$ cat src/rtl/hh_neuron_array.sv
// Time-multiplexed leaky integrate-and-fire neuron array with optional chain coupling.
// A single shared update datapath visits one neuron per cycle; per-neuron state lives in cell instances.

module hh_neuron_core #(
    parameter int WIDTH      = 8,
    parameter int THRESHOLD  = 200,
    parameter int V_RESET    = 0,
    parameter int LEAK_SHIFT = 3,
    parameter int REFRAC     = 2,
    parameter int SYN_WEIGHT = 100,
    parameter int RC_W       = 2
) (
    input  logic [WIDTH-1:0] v_i,
    input  logic [WIDTH-1:0] stim_i,
    input  logic [RC_W-1:0]  rc_i,
    input  logic             syn_en_i,
    output logic [WIDTH-1:0] v_o,
    output logic [RC_W-1:0]  rc_o,
    output logic             fire_o
);
    // Two guard bits hold v + stim + syn without wrap before saturation.
    localparam int TW = WIDTH + 2;
    localparam logic [TW-1:0] SYN_T = TW'(SYN_WEIGHT);
    localparam logic [TW-1:0] THR_T = TW'(THRESHOLD);
    localparam logic [TW-1:0] MAX_T = {2'b00, {WIDTH{1'b1}}};

    logic [TW-1:0] t;
    logic [TW-1:0] t_sat;

    always_comb begin
        t      = {2'b00, v_i} - {2'b00, (v_i >> LEAK_SHIFT)} + {2'b00, stim_i}
                 + (syn_en_i ? SYN_T : '0);
        t_sat  = (t > MAX_T) ? MAX_T : t;
        v_o    = t_sat[WIDTH-1:0];
        rc_o   = '0;
        fire_o = 1'b0;
        if (rc_i != '0) begin
            v_o  = WIDTH'(V_RESET);
            rc_o = rc_i - RC_W'(1);
        end else if (t_sat >= THR_T) begin
            v_o    = WIDTH'(V_RESET);
            rc_o   = RC_W'(REFRAC);
            fire_o = 1'b1;
        end
    end
endmodule

module hh_neuron_cell #(
    parameter int WIDTH   = 8,
    parameter int RC_W    = 2,
    parameter int V_RESET = 0
) (
    input  logic             clk,
    input  logic             rst,
    input  logic             upd_en_i,
    input  logic [WIDTH-1:0] v_d_i,
    input  logic [RC_W-1:0]  rc_d_i,
    input  logic             spike_d_i,
    input  logic             stim_we_i,
    input  logic [WIDTH-1:0] stim_d_i,
    output logic [WIDTH-1:0] v_o,
    output logic [WIDTH-1:0] stim_o,
    output logic [RC_W-1:0]  rc_o,
    output logic             spike_o
);
    logic [WIDTH-1:0] v_q;
    logic [WIDTH-1:0] stim_q;
    logic [RC_W-1:0]  rc_q;
    logic             spike_q;

    always_ff @(posedge clk or posedge rst) begin
        if (rst) begin
            v_q     <= WIDTH'(V_RESET);
            stim_q  <= '0;
            rc_q    <= '0;
            spike_q <= 1'b0;
        end else begin
            if (upd_en_i) begin
                v_q     <= v_d_i;
                rc_q    <= rc_d_i;
                spike_q <= spike_d_i;
            end
            if (stim_we_i)
                stim_q <= stim_d_i;
        end
    end

    assign v_o     = v_q;
    assign stim_o  = stim_q;
    assign rc_o    = rc_q;
    assign spike_o = spike_q;
endmodule

module hh_neuron_array #(
    parameter int N_NEURONS  = 4,
    parameter int WIDTH      = 8,
    parameter int THRESHOLD  = 200,
    parameter int V_RESET    = 0,
    parameter int LEAK_SHIFT = 3,
    parameter int REFRAC     = 2,
    parameter int SYN_WEIGHT = 100
) (
    input  logic                         clk,
    input  logic                         rst,
    input  logic [WIDTH-1:0]             stim_current,
    input  logic [$clog2(N_NEURONS)-1:0] stim_sel,
    input  logic                         stim_valid,
    input  logic                         mode,
    input  logic [$clog2(N_NEURONS)-1:0] state_sel,
    output logic [WIDTH-1:0]             state,
    output logic [N_NEURONS-1:0]         spike,
    output logic                         round_done,
    output logic [15:0]                  spike_count
);
    localparam int SEL_W = $clog2(N_NEURONS);
    localparam int RC_W  = (REFRAC < 1) ? 1 : $clog2(REFRAC + 1);

    logic [N_NEURONS-1:0][WIDTH-1:0] v_all;
    logic [N_NEURONS-1:0][WIDTH-1:0] stim_all;
    logic [N_NEURONS-1:0][RC_W-1:0]  rc_all;
    logic [N_NEURONS-1:0]            spike_all;

    logic [SEL_W-1:0] slot_q, slot_d;
    logic [WIDTH-1:0] state_q;
    logic             round_done_q;
    logic [15:0]      cnt_q, cnt_d;

    logic             syn_en;
    logic [WIDTH-1:0] v_upd;
    logic [RC_W-1:0]  rc_upd;
    logic             fire;

    // Chain input comes from the previous neuron's held spike; neuron 0 has none.
    always_comb begin
        syn_en = 1'b0;
        if (mode && slot_q != '0)
            syn_en = spike_all[slot_q - 1'b1];
    end

    hh_neuron_core #(
        .WIDTH(WIDTH), .THRESHOLD(THRESHOLD), .V_RESET(V_RESET),
        .LEAK_SHIFT(LEAK_SHIFT), .REFRAC(REFRAC), .SYN_WEIGHT(SYN_WEIGHT), .RC_W(RC_W)
    ) u_core (
        .v_i      (v_all[slot_q]),
        .stim_i   (stim_all[slot_q]),
        .rc_i     (rc_all[slot_q]),
        .syn_en_i (syn_en),
        .v_o      (v_upd),
        .rc_o     (rc_upd),
        .fire_o   (fire)
    );

    for (genvar k = 0; k < N_NEURONS; k++) begin : g_cell
        hh_neuron_cell #(.WIDTH(WIDTH), .RC_W(RC_W), .V_RESET(V_RESET)) u_cell (
            .clk       (clk),
            .rst       (rst),
            .upd_en_i  (slot_q == SEL_W'(k)),
            .v_d_i     (v_upd),
            .rc_d_i    (rc_upd),
            .spike_d_i (fire),
            .stim_we_i (stim_valid && (stim_sel == SEL_W'(k))),
            .stim_d_i  (stim_current),
            .v_o       (v_all[k]),
            .stim_o    (stim_all[k]),
            .rc_o      (rc_all[k]),
            .spike_o   (spike_all[k])
        );
    end

    always_comb begin
        slot_d = (slot_q == SEL_W'(N_NEURONS - 1)) ? '0 : slot_q + 1'b1;
        cnt_d  = cnt_q;
        if (fire && cnt_q != 16'hFFFF)
            cnt_d = cnt_q + 16'd1;
    end

    always_ff @(posedge clk or posedge rst) begin
        if (rst) begin
            slot_q       <= '0;
            state_q      <= '0;
            round_done_q <= 1'b0;
            cnt_q        <= '0;
        end else begin
            slot_q       <= slot_d;
            state_q      <= v_all[state_sel];
            round_done_q <= (slot_q == SEL_W'(N_NEURONS - 1));
            cnt_q        <= cnt_d;
        end
    end

    assign state       = state_q;
    assign spike       = spike_all;
    assign round_done  = round_done_q;
    assign spike_count = cnt_q;
endmodule

$ cat config.mk
export PLATFORM = sky130hd
export DESIGN_NAME = hh_neuron_array
export DESIGN_NICKNAME = d
export VERILOG_FILES = /design/src/rtl/hh_neuron_array.sv
export SDC_FILE = /design/constraint.sdc
export NUM_CORES = 1
export LEC_CHECK = 0
export CORE_MARGIN = 1
export CORE_UTILIZATION = 53
export DETAILED_ROUTE_END_ITERATION = 10
export PLACE_DENSITY = 0.77
export SETUP_SLACK_MARGIN = 0.4
export SYNTH_ARGS = -nofsm -noshare
export SYNTH_HDL_FRONTEND = slang
export SYNTH_SLANG_ARGS = --single-unit
$ cat constraint.sdc
create_clock -name clk -period 6.4 [get_ports clk]
set_clock_uncertainty 0.15 [all_clocks]
set_input_delay 1.92 -clock clk [delete_from_list [all_inputs] [get_ports clk]]
set_output_delay 1.92 -clock clk [all_outputs]
set_load 0.005 [all_outputs]
# [Word level (Yosys, flattened, before mapping)]
# Cells that the tools add are included.
[totals] word_cells=69 regBits=103
[op_classes] order_cmp=5 addsub=7 reduce_logical=10 muxes=20 eq_ne=7
[ops] operator="binary-select mux 8 bit (select 2 bit)" count=3
[ops] operator="2-to-1 mux 8 bit" count=5
[ops] operator="adder 16 x 1 -> 16 bit (second input constant)" count=1
[ops] operator="!= test 16 bit (second input constant)" count=1
[ops] operator="adder 10 bit" count=1
[ops] operator="adder 10 x 8 -> 10 bit" count=1
[ops] operator=">= comparator 10 x 8 -> 1 bit (second input constant)" count=1
[ops] operator="> comparator 10 x 8 -> 1 bit (second input constant)" count=1
[ops] operator="2-to-1 mux 10 bit" count=1
[ops] operator="less-than comparator 2 x 3 -> 1 bit (second input constant)" count=3
[ops] operator="subtractor 8 x 5 -> 9 bit" count=1
[ops] operator="equality test 2 bit (second input constant)" count=4
[ops] operator="2-to-1 mux 2 bit" count=4
[ops] operator="2-to-1 mux 7 bit" count=1
[ops] operator="logical AND 1 bit" count=6
[ops] operator="binary-select mux 2 bit (select 2 bit)" count=1
[ops] operator="equality test 2 x 1 -> 1 bit (second input constant)" count=2
[ops] operator="logical NOT 2 bit" count=2
[ops] operator="2-to-1 mux 1 bit" count=4
[ops] operator="nonzero test 2 bit" count=2
[ops] operator="subtractor 2 x 1 -> 2 bit (second input constant)" count=2
[ops] operator="adder 2 x 1 -> 2 bit (second input constant)" count=1
[ops] operator="binary-select mux 1 bit (select 2 bit)" count=1

# [Logic depth before layout (Yosys ltp)]
[depth] word_depth=12 depth_mapped=22

# [Cells and area by module]
# Synthesis repeated with hierarchy kept, for this count alone.
[unflattened] cells_unflattened=424 hier_area_um2=5804.3
[by_module_without_submodules] mod="hh_neuron_cell" instances=4 cells_per_inst=41 area_per_inst_um2=753.2
[by_module_without_submodules] mod="hh_neuron_array" instances=1 cells_per_inst=137 area_per_inst_um2=1823.0
[by_module_without_submodules] mod="hh_neuron_core" instances=1 cells_per_inst=123 area_per_inst_um2=968.4

# [Worst setup path before layout]
# No wires, ideal clock.
[synth_path] path_type="input port to flip-flop" startpoint="input mode" endpoint="register cnt_q[9] (netlist: spike_count[9])" setup_ns=0.079 cell_stages=12 setup_slack_ns=0.211 t_arrival_ns=5.960 cell_sequence="inv_1 a2111oi_0 fa_1 fa_1 a21o_1 a221oi_1 xnor2_1 nand4_1 a31o_2 buf_6 nor3_1 xor2_1"
[synth_via] elab_chain_len=10
[synth_rtl] item="start: declaration" line_no="108" source="input logic mode,"
[synth_rtl] item="logical AND 1 bit *" line_no="136" source="if (mode && slot_q != '0)"
[synth_rtl] item="2-to-1 mux 1 bit *" line_no="136"
[synth_rtl] item="2-to-1 mux 7 bit *" line_no="32" source="+ (syn_en_i ? SYN_T : '0);"
[synth_rtl] item="adder 10 bit *" line_no="32"
[synth_rtl] item="> comparator 10 x 8 -> 1 bit" line_no="33" source="t_sat = (t > MAX_T) ? MAX_T : t;"
[synth_rtl] item="2-to-1 mux 10 bit *" line_no="33"
[synth_rtl] item=">= comparator 10 x 8 -> 1 bit *" line_no="40" source="end else if (t_sat >= THR_T) begin"
[synth_rtl] item="2-to-1 mux 1 bit *" line_no="40"
[synth_rtl] item="2-to-1 mux 1 bit *" line_no="37" source="if (rc_i != '0) begin"
[synth_rtl] item="logical AND 1 bit *" line_no="173" source="if (fire && cnt_q != 16'hFFFF)"
[synth_rtl] item="end signal: assignment" line_no="187" source="cnt_q <= cnt_d;"
[synth_rtl] item="end: declaration" line_no="126" source="logic [15:0] cnt_q, cnt_d;"
# Every way passes the cells marked *; elsewhere a longest branch is shown, timed or not.
# A chain may end at the register's enable or synchronous reset.

# [Final worst setup path]
[layout_path] startpoint="input mode" endpoint="register cnt_q[14] (netlist: spike_count[14])"
# The elaborated chain is that of the path after synthesis.

==> qor.yml <==
postCtsSetupBuffers: 0
hpwl_um: 7840
post-route-drc-count: 0
cts_buffer_depth: 2
drv_slew: 0
leakage_nw: 2.77
fill_cells: 802
syn-num-nets: 475
layout_setup_ws_ns: 0.651
synth_edf_count: 0
path_cells: "clkdlybuf4s50_1 -> inv_1 -> a2111oi_1 -> buf_4 -> fa_1 -> fa_1 -> a21o_1 -> a221oi_1 -> xnor2_1 -> nand4_1 -> a31o_2 -> nor4_1 -> xor2_1"
syn_inst: 431
setup_viol: 0
dp_slack_ns: 0.297
use_met2_pct: 35.4
top_usage_layer: "met2"
required_ns: 6.54
track_usage_pct: 22.2
core_area_um2: 9910
path_common_cell: "fa_1"
die_area_um2: 10800
critPathArrivalTime_ns: 5.89
use_met1_pct: 30.1
die_h_um: 104
place.gp.congestion: 0.916
yosys.area.top_type_share_pct: 46.8
grt_pass1_vias: 3723
cts_tree: "built"
critPathSlowestCell: "fa_1"
cap_violations: 0
maxSlewHeadroom_pct: 44.5
start_util_pct: 55.6
hold_path_class: "flip-flop to flip-flop"
multi_input_area_um2: 2700
ant_nets: 0
netlist_area_um2: 5510
detail_route.vias_per_cell: 5.95
fin_crit_ns: 5.75
wirelength_um: 11200
ys_warn_count: 0
areaGrowthSynthToFinish_pct: 13.6
finalHoldViolCount: 0
worstMarginPinSlew_ns: 0.833
vias: 3636
ys_seq_area_share_pct: 46.8
max_freq_mhz: 174
hold_start: "spike_count[6]"
drive_above_1_share_pct: 24.5
clk-insertion-delay-late_ns: 0.37
slowest_delay_ns: 0.52
drt_iter0_markers: 193
ir_drop_v: 0.000305
die_w_um: 104
synth_area_leaders: "dfrtp_1 47%, mux2_2 12%, mux4_2 11%"
clkTransAtPathRegs_ns: 0.09
final_net_count: 517
synth-main-ff-cell: "dfrtp_1"
setup-tns-final_ns: 0
antenna_found_initial: 0
rows: 36
grt_pass1_wl_um: 18800
crit_path_start_kind: "input pin"
startpoint: "mode"
path_class: "input pin to flip-flop"
antennaDiodeCount: 0
finalPower_mw: 2.77
end_kind: "flip-flop"
cts_buffers: 9
port-buffer-count: 44
wire_per_inst_um: 18.3
avgSynthCellArea_um2: 12.8
r2r_start: "slot_q[0]"
status: "finished clean"
cts_sinks: 103
cts_root_buf: "clkbuf_8"
ys_ff_latch: 103
synth.distinct_cells: 45
grt_max_degree: 58
p_per_area_nw_per_um2: 442
final.period_utilization_pct: 89.8
htree_levels: 3
pin_count: 45
first_pass_iters: 5
regArea_um2: 2580
crit_path_max_fanout: 16
async_reset_ff_share_pct: 100
gr-total-overflow: 0
r2r_slack_ns: 0.74
yosys.area.top_type: "dfrtp_1"
met3_usage_pct: 4.57
rsz0062_at_grt: "false"
per-stage QoR:
stage | hold WS [ns] | cell area (um2) | util [%] | instances
finish | 0.353 | 6260 | 63.2 | 611
global placement | 0.331 | 6080 | 61.3 | 595
global route | 0.371 | 6260 | 63.2 | 611
floorplan | 0.324 | 5510 | - | 431
CTS | 0.357 | 6250 | 63.1 | 611
detailed placement | 0.339 | 6080 | 61.3 | 595
worst max-delay path, delay by kind of cell:
| family | cells | cell delay [ns] |
|---|---|---|
| and+or+nand+nor | 2 | 0.54 |
| adders and majority gates | 2 | 0.96 |
| xor gates and xnor gates | 2 | 0.39 |
| AOI/OAI and AO/OA | 4 | 1.34 |
| buffers and inverters | 3 | 0.72 |
cells in the final DEF, fill, tap and decap left out, types with 2 or more instances in the layout:
cell type        instances
nor4b_4                  2
nor2_1                  13
clkbuf_8                10
xor2_1                  14
mux4_2                  26
a21oi_1                 12
nand3b_1                 2
clkinvlp_4               2
xnor2_1                 10
and3_1                   6
buf_4                    9
inv_1                   33
nor3_1                   6
o22ai_1                 12
clkinv_2                 2
nor4_1                   5
o21ai_0                  6
clkdlybuf4s50_1         44
a211oi_1                 4
nor2b_1                  4
a21o_1                   7
ha_1                    23
nand3_1                 22
o31ai_1                  2
nand2_1                  6
nand4_1                 10
fa_1                     5
mux2_2                  57
dfrtp_1                102
cell families (layout without fill, tap and decap cells):
group | count (synthesis) | count (layout) | synth area share (%)
xor gates and xnor gates | 25 | 25 | 4.11
buffers and inverters | 56 | 103 | 4.36
DFF | 103 | 103 | 46.8
AOI/OAI and AO/OA | 51 | 51 | 5.99
muxes | 84 | 84 | 22.5
adders and majority gates | 28 | 28 | 7.04
and+or+nand+nor | 84 | 84 | 9.29
Yosys cell counts (2+ instances only):
cell type,instances
dfrtp_1,103
nor3_1,6
clkbuf_1,14
mux2_2,57
a211oi_1,4
mux4_2,26
fa_1,5
and3_1,6
nor2b_1,4
nand3b_1,2
xnor2_1,10
o31ai_1,2
buf_1,2
nor4b_4,2
buf_4,4
nand4_1,10
a21oi_1,12
nor4_1,6
o22ai_1,12
nand3_1,22
o21ai_0,6
inv_1,34
ha_1,23
buf_6,2
xor2_1,14
nand2_1,6
a21o_1,7
nor2_1,13
registers in the layout, summed over array words and instances (netlist names):
name                   count
round_done                 1
state                      8
g_cell.u_cell.v_o         32
g_cell.u_cell.stim_o      32
g_cell.u_cell.spike_o      4
spike_count               16
slot_q                     2
g_cell.u_cell.rc_o         8
path summary, 6_finish.rpt:
kind,cells after the start,end
worst max-delay path,13,spike_count[14]
worst min-delay path,1,spike_count[6]
worst max register to register,18,g_cell[3].u_cell.v_o[4]
worst min register to register,1,spike_count[6]
max in group asynchronous,3,g_cell[0].u_cell.stim_o[7]
min in group asynchronous,2,spike_count[12]
timing repair:
item,4_1_cts,5_1_grt
hold buffers,0,0
setup endpoints to repair,0,35
gates resized for setup,0,3
cell type report:
class                           count  area share [%]
Multi-Input combinational cell    272            43.1
Sequential cell                   103            41.2
Timing Repair Buffer               53            8.11
Tap cell                          133            2.66
Clock buffer                       11            2.26
Inverter                           34            2.08
Clock inverter                      5           0.539
routing by layer:
layer  vias up  part of all wire [%]
li1       1656                     -
met1      1881                    45
met3        15                   4.2
met4         0                   1.7
met2        84                    49
met5         -                     0
where the power goes:
group	leakage, nW	switching, mW	internal (mW)	total [mW]
clock	0.0853	0.221	0.152	0.373
combinational	1.37	0.855	0.664	1.52
sequential	1.31	0.0896	0.787	0.877
total	2.77	1.17	1.60	2.77
(Power assumes the default switching activity.)
